`src/rtl/imm_enc.sv`:
```
// imm_enc: splits a 32-bit constant into (imm, EOp) beats for the immediate extender.
// Define IMM_ENC_FAST_EN to test all four candidates in one SCAN cycle instead of one per cycle.
module imm_enc #(
  parameter int CNT_W = 16
) (
  input  logic             clk,
  input  logic             reset,
  input  logic             in_valid,
  output logic             in_ready,
  input  logic [31:0]      in_value,
  output logic             out_valid,
  input  logic             out_ready,
  output logic [15:0]      out_imm,
  output logic [1:0]       out_eop,
  output logic             out_last,
  output logic [CNT_W-1:0] split_cnt
);
  typedef enum logic [2:0] {IDLE, SCAN, EMIT, EMIT_HI, EMIT_LO} state_t;
  state_t state_q, state_d;
  logic [31:0] v_q, v_d;
  logic [1:0] idx_q, idx_d, eop_q, eop_d, sel_idx;
  logic [15:0] imm_q, imm_d, sel_imm;
  logic last_q, last_d, sel_hit, last_try;
  logic [CNT_W-1:0] cnt_q, cnt_d;
  logic [3:0] hit;
  always_comb begin
    hit[0] = &v_q[31:15] | ~|v_q[31:15];
    hit[1] = ~|v_q[31:16];
    hit[2] = ~|v_q[15:0];
    hit[3] = ~|v_q[1:0] & (&v_q[31:17] | ~|v_q[31:17]);
`ifdef IMM_ENC_FAST_EN
    sel_hit  = |hit;
    sel_idx  = hit[0] ? 2'd0 : hit[1] ? 2'd1 : hit[2] ? 2'd2 : 2'd3;
    last_try = 1'b1;
`else
    sel_hit  = hit[idx_q];
    sel_idx  = idx_q;
    last_try = idx_q == 2'd3;
`endif
    sel_imm = sel_idx == 2'd2 ? v_q[31:16] : sel_idx == 2'd3 ? v_q[17:2] : v_q[15:0];
  end
  always_comb begin
    state_d = state_q;
    v_d     = v_q;
    idx_d   = idx_q;
    imm_d   = imm_q;
    eop_d   = eop_q;
    last_d  = last_q;
    cnt_d   = cnt_q;
    case (state_q)
      IDLE: if (in_valid) begin
        v_d     = in_value;
        idx_d   = 2'd0;
        state_d = SCAN;
      end
      SCAN: if (sel_hit) begin
        imm_d   = sel_imm;
        eop_d   = sel_idx;
        last_d  = 1'b1;
        state_d = EMIT;
      end else if (last_try) begin
        imm_d   = v_q[31:16];
        eop_d   = 2'd2;
        last_d  = 1'b0;
        cnt_d   = &cnt_q ? cnt_q : cnt_q + CNT_W'(1);
        state_d = EMIT_HI;
      end else begin
        idx_d = idx_q + 2'd1;
      end
      EMIT: if (out_ready) state_d = IDLE;
      EMIT_HI: if (out_ready) begin
        imm_d   = v_q[15:0];
        eop_d   = 2'd1;
        last_d  = 1'b1;
        state_d = EMIT_LO;
      end
      EMIT_LO: if (out_ready) state_d = IDLE;
      default: state_d = IDLE;
    endcase
  end
  always_ff @(posedge clk or negedge reset) begin
    if (!reset) begin
      state_q <= IDLE;
      v_q     <= '0;
      idx_q   <= '0;
      imm_q   <= '0;
      eop_q   <= '0;
      last_q  <= 1'b0;
      cnt_q   <= '0;
    end else begin
      state_q <= state_d;
      v_q     <= v_d;
      idx_q   <= idx_d;
      imm_q   <= imm_d;
      eop_q   <= eop_d;
      last_q  <= last_d;
      cnt_q   <= cnt_d;
    end
  end
  assign in_ready  = state_q == IDLE;
  assign out_valid = state_q == EMIT || state_q == EMIT_HI || state_q == EMIT_LO;
  assign out_imm   = imm_q;
  assign out_eop   = eop_q;
  assign out_last  = last_q;
  assign split_cnt = cnt_q;
endmodule

```
`config.mk`:
```
export PLATFORM = sky130hd
export DESIGN_NAME = imm_enc
export DESIGN_NICKNAME = d
export VERILOG_FILES = /design/src/rtl/imm_enc.sv
export SDC_FILE = /design/constraint.sdc
export NUM_CORES = 1
export LEC_CHECK = 0
export CAP_MARGIN = 20
export CORE_MARGIN = 5
export CORE_UTILIZATION = 57
export CTS_BUF_LIST = sky130_fd_sc_hd__clkbuf_8
export CTS_CLUSTER_SIZE = 28
export DETAILED_ROUTE_END_ITERATION = 16
export MAX_ROUTING_LAYER = met4
export PLACE_DENSITY = 0.85
export RECOVER_POWER = 100
export SETUP_SLACK_MARGIN = 0.15
export SLEW_MARGIN = 20
export SYNTH_ARGS = -nofsm -noshare
export SYNTH_HDL_FRONTEND = slang
export SYNTH_SLANG_ARGS = --single-unit
```
`constraint.sdc`:
```
create_clock -name clk -period 3.6 [get_ports clk]
set_input_delay 0.72 -clock clk [delete_from_list [all_inputs] [get_ports clk]]
set_output_delay 0.72 -clock clk [all_outputs]
set_load 0.02 [all_outputs]
```
==> flow_summary_export.csv, run 1 <==
group,metric,value,unit
run_status,status,"finished with violations",
run_status,violations,"capacitance limit, slew limit",
clock_tree,post_cts_buffers,0,
clock_tree,cts_buffers,9,
clock_tree,htreeDepth,3,
sta,period_share,0.822,
clock_tree,cts_tree,"done",
floorplan,coreArea,6030,um2
route,dr.pass1.iters,5,
route,wl,8650,um
sta,holdWs,0.490,ns
final_layout,area_growth_syn_to_layout,25.0,%
floorplan,die_h,89.2,um
global_route,grt_pass1_wl,14400,um
global_route,grt_max_degree,48,
clock_tree,postCtsResizedCells,0,
critical_path,worstPathMaxFanout,35,
route,wire_per_inst,16.2,um
logic_synthesis,syn_avg_cell_area,9.22,um2
hold_path,hold_class,"register to register",
clock_tree,worstSkewPairLatency,0.34,ns
global_route,overflow,0,
logic_synthesis,yosysUniqueCellTypes,45,
hold_path,min_to,"split_cnt[12]",
sta,slew-limit-headroom,-0.645,
logic_synthesis,yosysSeqAreaShare,0.503,
logic_synthesis,netlist_area,3580,um2
placed_design,port_buffers,72,
final_layout,multi_input_comb_area,1600,um2
clock_tree,ctsHoldBuffers,0,
logic_synthesis,synthFlopType,"dfrtp_1",
route,postRouteAntennaNets,0,
hold_path,holdPathStages,1,
placed_design,gp_congestion,0.949,
power,p_leak,2.01,nW
sta,worst_slew_pin_slew,2.47,ns
placed_design,dp_hpwl,6180,um
sta,max_clock_freq,338,MHz
power,p_per_area,877,nW/um2
route,vias,3122,
placed_design,dp_cells,518,
critical_path,r2r_cells,7,
floorplan,fp.dieW,89.2,um
floorplan,ioPinCount,73,
power,vdd_drop_max,0.772,mV
sta,fin_setup_tns,0,ns
route,drtIter0Drc,231,
clock_tree,clk_pin_slew_worst_paths,0.07,ns
logic_synthesis,synth-async-reset-ratio,1.00,
sta,skew,0.00826,ns
critical_path,worstSetupPathType,"register to register",
final_layout,drive_above_1_share,0.0654,
floorplan,num_rows,28,
sta,rsz0062_at_grt,"false",
global_route,grtUsageTotal,0.239,
logic_synthesis,ys_warn_count,0,
clock_tree,clockRootBuffer,"clkbuf_8",
logic_synthesis,synth_nets,427,
route,viasPerCell,5.85,
sta,slew_viol_final,48,
sta,finalCriticalPeriod,2.96,ns
global_route,grt_pass1_vias,2979,
global_route,antenna_found_initial,0,
final_layout,final_common_cell,"nand2_1",
critical_path,rr_startpoint,"v_q[8]",
route,drc,0,
critical_path,timing.rr.end,"out_eop[1]",
critical_path,startpoint_type,"register",
final_layout,fin_cells,534,
sta,hold_viol,0,
logic_synthesis,synth_cells,388,
run,cap_violations,1,
clock_tree,clock_path_buffers,2,
floorplan,start_util,0.594,
floorplan,dieArea,7960,um2
clock_tree,cts_num_sinks,72,
critical_path,critPathArrivalTime,3.19,ns
power,power.total,3.92,mW
critical_path,crit_required,3.83,ns
hold_path,holdCritStartpoint,"split_cnt[12]",
final_layout,final_cell_mix,"nand2_1 (115), dfrtp_1 (72), dlygate4sd3_1 (37)",
final_layout,seq_area,1800,um2
logic_synthesis,synth_seq_cells,72,
final_layout,nets,493,
final_layout,nFillCells,441,
critical_path,regToRegSetupSlack,0.64,ns
final_layout,num_antenna_cells,0,
critical_path,end_kind,"register",
logic_synthesis,synth_edf_count,0,
sta,setup_viol,0,
## per-layer routing
metal | track usage | part of all wire | vias to the layer above | routed length (um)
li1 | - | - | 1490 | -
met1 | 0.324 | 0.45 | 1482 | 3860
met2 | 0.357 | 0.46 | 131 | 3950
met3 | 0.0415 | 0.079 | 19 | 686
met4 | 0.0961 | 0.018 | 0 | 153
met5 | - | 0 | - | 0
## synth_stat cells, types with 5 or more instances
library cell    n  area [um2]
a21oi_1        32         160
a2bb2oi_1      16         140
a32oi_1        16         140
clkbuf_1       11        41.3
dfrtp_1        72        1800
inv_1           7        26.3
nand2_1       115         432
nand4_1        13        81.3
nor2_1         21        78.8
nor3_1          5        25.0
nor4_1          6        37.5
xnor2_1        10        87.6
## cells by family after synthesis
logic type / after synthesis / synth area share
compound gates: 80 / 0.157
simple gates: 186 / 0.241
flops: 72 / 0.503
buf+inv: 29 / 0.0413
fa+ha+maj: 3 / 0.0105
xor+xnor: 15 / 0.0388
mux: 3 / 0.00874
## registers in the layout, indices dropped and copies added, names as in the netlist
| register | cells |
|---|---|
| split_cnt | 16 |
| idx_q | 2 |
| out_imm | 16 |
| out_last | 1 |
| out_eop | 2 |
| v_q | 32 |
| state_q | 3 |
## area by class of cell
class	instances	share of cell area
Sequential cell	72	0.403
Timing Repair Buffer	77	0.168
Clock buffer	11	0.0339
Inverter	7	0.00588
Tap cell	75	0.0210
Clock inverter	5	0.0106
Multi-Input combinational cell	287	0.358
## report_power, final
| part | switching, mW | total [mW] | internal (mW) |
|---|---|---|---|
| registers | 0.394 | 1.54 | 1.14 |
| logic | 1.01 | 1.75 | 0.734 |
| clock network | 0.285 | 0.636 | 0.351 |
| total | 1.69 | 3.92 | 2.23 |
## worst max-delay path: stages, from the launching register on
cell and delay, ns:
dfrtp_1 0.43, or4_1 0.54, nor4_1 0.22, nand4_1 0.12, nand3_1 0.59, o311a_1 0.23
buf_4 0.33, mux2_2 0.37
## worst max path at each step
| stage | slack, ns | start | cells after the start | end |
|---|---|---|---|---|
| 6_report | 0.64 | v_q[8] | 7 | out_eop[1] |
| 5_1_grt | 0.45 | reset | 1 | v_q[10] |
| 2_1_floorplan | 1.52 | v_q[8] | 7 | out_eop[1] |
| 3_3_place_gp | 1.08 | v_q[8] | 7 | out_eop[1] |
| 4_1_cts | 1.01 | v_q[8] | 7 | out_eop[1] |
| 3_5_place_dp | 1.04 | v_q[8] | 7 | out_eop[1] |
## per-stage QoR
stage / utilization / setup WS (ns) / instance area [um2]
finish: 0.742 / 0.642 / 4470
global route: 0.742 / 0.450 / 4470
CTS: 0.747 / 1.01 / 4500
detailed placement: 0.714 / 1.04 / 4300
global placement: 0.714 / 1.08 / 4300
floorplan: - / 1.52 / 3580
(Power assumes the default switching activity.)
==> run 2, diff against run 1 <==
--- a/config.mk
+++ b/config.mk
@@ -7,12 +7,12 @@
 export LEC_CHECK = 0
 export CAP_MARGIN = 20
 export CORE_MARGIN = 5
-export CORE_UTILIZATION = 57
+export CORE_UTILIZATION = 53
 export CTS_BUF_LIST = sky130_fd_sc_hd__clkbuf_8
 export CTS_CLUSTER_SIZE = 28
 export DETAILED_ROUTE_END_ITERATION = 16
 export MAX_ROUTING_LAYER = met4
-export PLACE_DENSITY = 0.85
+export PLACE_DENSITY = 0.8
 export RECOVER_POWER = 100
 export SETUP_SLACK_MARGIN = 0.15
 export SLEW_MARGIN = 20
==> constraint.sdc (replaced) <==
create_clock -name clk -period 3.02 [get_ports clk]
set_input_delay 0.604 -clock clk [delete_from_list [all_inputs] [get_ports clk]]
set_output_delay 0.604 -clock clk [all_outputs]
set_load 0.02 [all_outputs]
==> flow_summary_export.csv, run 2 (same netlist as run 1, synthesis figures left out) <==
group,metric,value,unit
power,power.total,4.81,mW
clock_tree,cts_tree,"done",
global_route,gr-usage-met2,0.340,
global_route,met1_usage,0.310,
clock_tree,clockRootBuffer,"clkbuf_8",
critical_path,end_kind,"register",
hold_path,holdCritStartpoint,"split_cnt[3]",
route,postRouteAntennaNets,0,
sta,skew,0.00767,ns
clock_tree,worstSkewPairLatency,0.35,ns
critical_path,cp-startpoint,"idx_q[0]",
power,share_comb_of_total_power,0.447,
critical_path,cp_common_cell,"or3_1",
sta,period_share,0.860,
critical_path,crit_required,3.28,ns
clock_tree,ctsHoldBuffers,0,
final_layout,final_cell_mix,"nand2_1 (115), dfrtp_1 (72), dlygate4sd3_1 (37)",
clock_tree,cts_buffers,9,
clock_tree,clk_pin_slew_worst_paths,0.07,ns
run_status,violations,"capacitance limit, slew limit",
power,swShare,0.427,
critical_path,worstSetupPathType,"register to register",
global_route,overflow,0,
power,p_per_area,1060,nW/um2
final_layout,num_antenna_cells,0,
floorplan,start_util,0.536,
route,drc,0,
final_layout,final_common_cell,"nand2_1",
critical_path,rr_startpoint,"idx_q[0]",
clock_tree,postCtsResizedCells,0,
final_layout,largest_reg_flops,32,
global_route,grt_max_degree,38,
sta,worst_slew_pin_slew,1.94,ns
global_route,use_met3,0.0533,
clock_tree,clock_path_buffers,2,
route,dr.pass1.iters,5,
critical_path,slowest_stage,"or3_1",
floorplan,fp.dieW,92.2,um
final_layout,area_growth_syn_to_layout,27.0,%
final_layout,top_register,"v_q",
global_route,grt_pass1_vias,2966,
route,drtIter0Drc,366,
route,vias,3172,
power,p_int,2.75,mW
critical_path,crit_chain,"nor2b_1 -> or3_1 -> a21o_2 -> nand3_4 -> or3_1 -> nor4_1 -> xor2_1",
critical_path,worstPathMaxFanout,24,
floorplan,coreArea,6680,um2
sta,slew-limit-headroom,-0.291,
final_layout,fin_util,0.680,
power,switchingPower,2.06,mW
power,clkPwrFrac,0.174,
run,cap_violations,2,
critical_path,startpoint_type,"register",
sta,finalCriticalPeriod,2.60,ns
power,vdd_drop_max,0.794,mV
critical_path,cp_num_buf_inv,0,
critical_path,path_delay_family,"simple AND/OR/NAND/NOR gates",
final_layout,nets,499,
final_layout,drive_above_1_share,0.0774,
clock_tree,post_cts_buffers,0,
placed_design,gp_congestion,0.947,
global_route,grtUsageTotal,0.228,
sta,setup_viol,0,
sta,fin_setup_tns,0,ns
global_route,grt_busiest_layer,"met2",
run_status,status,"finished with violations",
floorplan,dieArea,8500,um2
floorplan,ioPinCount,73,
final_layout,nFillCells,552,
sta,max_clock_freq,385,MHz
sta,hold_viol,0,
power,seq_power_share,0.379,
critical_path,cpPeakStageDelay,0.55,ns
placed_design,port_buffers,72,
route,wl,8860,um
clock_tree,cts_num_sinks,72,
floorplan,die_h,92.2,um
power,p_leak,2.03,nW
clock_tree,htreeDepth,3,
sta,rsz0062_at_grt,"false",
floorplan,num_rows,30,
global_route,grt_pass1_wl,15000,um
route,viasPerCell,5.82,
global_route,antenna_found_initial,0,
sta,slew_viol_final,74,
placed_design,dp_hpwl,6370,um
critical_path,critPathArrivalTime,2.86,ns
route,wire_per_inst,16.3,um
hold_path,hold_class,"register to register",
-- run 2: layout make-up --
cell class	count	area (um2)	area share
clock buffer	10	138	0.0303
clock inverter	6	82.6	0.0182
inverter	7	26.3	0.00578
multi-input combinational	287	1610	0.354
sequential	72	1800	0.396
tap	80	100	0.0220
timing repair buffer	83	786	0.173
-- run 2: metrics by stage --
step | cell area [um2] | std cells | hold slack [ns] | setup WS (ns)
after floorplan | 3580 | 388 | 0.308 | 0.942
after global placement | 4360 | 529 | 0.474 | 0.610
after detailed placement | 4360 | 529 | 0.480 | 0.554
after CTS | 4580 | 545 | 0.307 | 0.524
after global routing | 4540 | 545 | 0.522 | 0.224
final | 4540 | 545 | 0.491 | 0.424
-- run 2: final timing paths --
kind | endpoint | slack, ns | depth (start not counted)
max in group asynchronous | v_q[28] | 0.97 | 2
min reg2reg | split_cnt[3] | 0.49 | 1
min | split_cnt[3] | 0.49 | 1
max | split_cnt[9] | 0.42 | 7
min in group asynchronous | split_cnt[6] | 0.86 | 2
max reg2reg | split_cnt[9] | 0.42 | 7
-- run 2: layer usage --
| metal | part of all wire | vias to the layer above |
|---|---|---|
| met5 | 0 | - |
| met4 | 0.022 | 0 |
| met3 | 0.075 | 23 |
| met2 | 0.46 | 148 |
| met1 | 0.44 | 1501 |
| li1 | - | 1500 |
-- run 2: power by group through the flow --
stage | Combinational [mW] | Sequential (mW) | Clock, mW
after floorplan | 1.36 | 1.87 | 0
after global placement | 2.14 | 1.82 | 0
after detailed placement | 2.20 | 1.83 | 0
after CTS | 2.23 | 1.82 | 0.849
after global routing | 2.37 | 1.88 | 0.902
final | 2.15 | 1.82 | 0.837
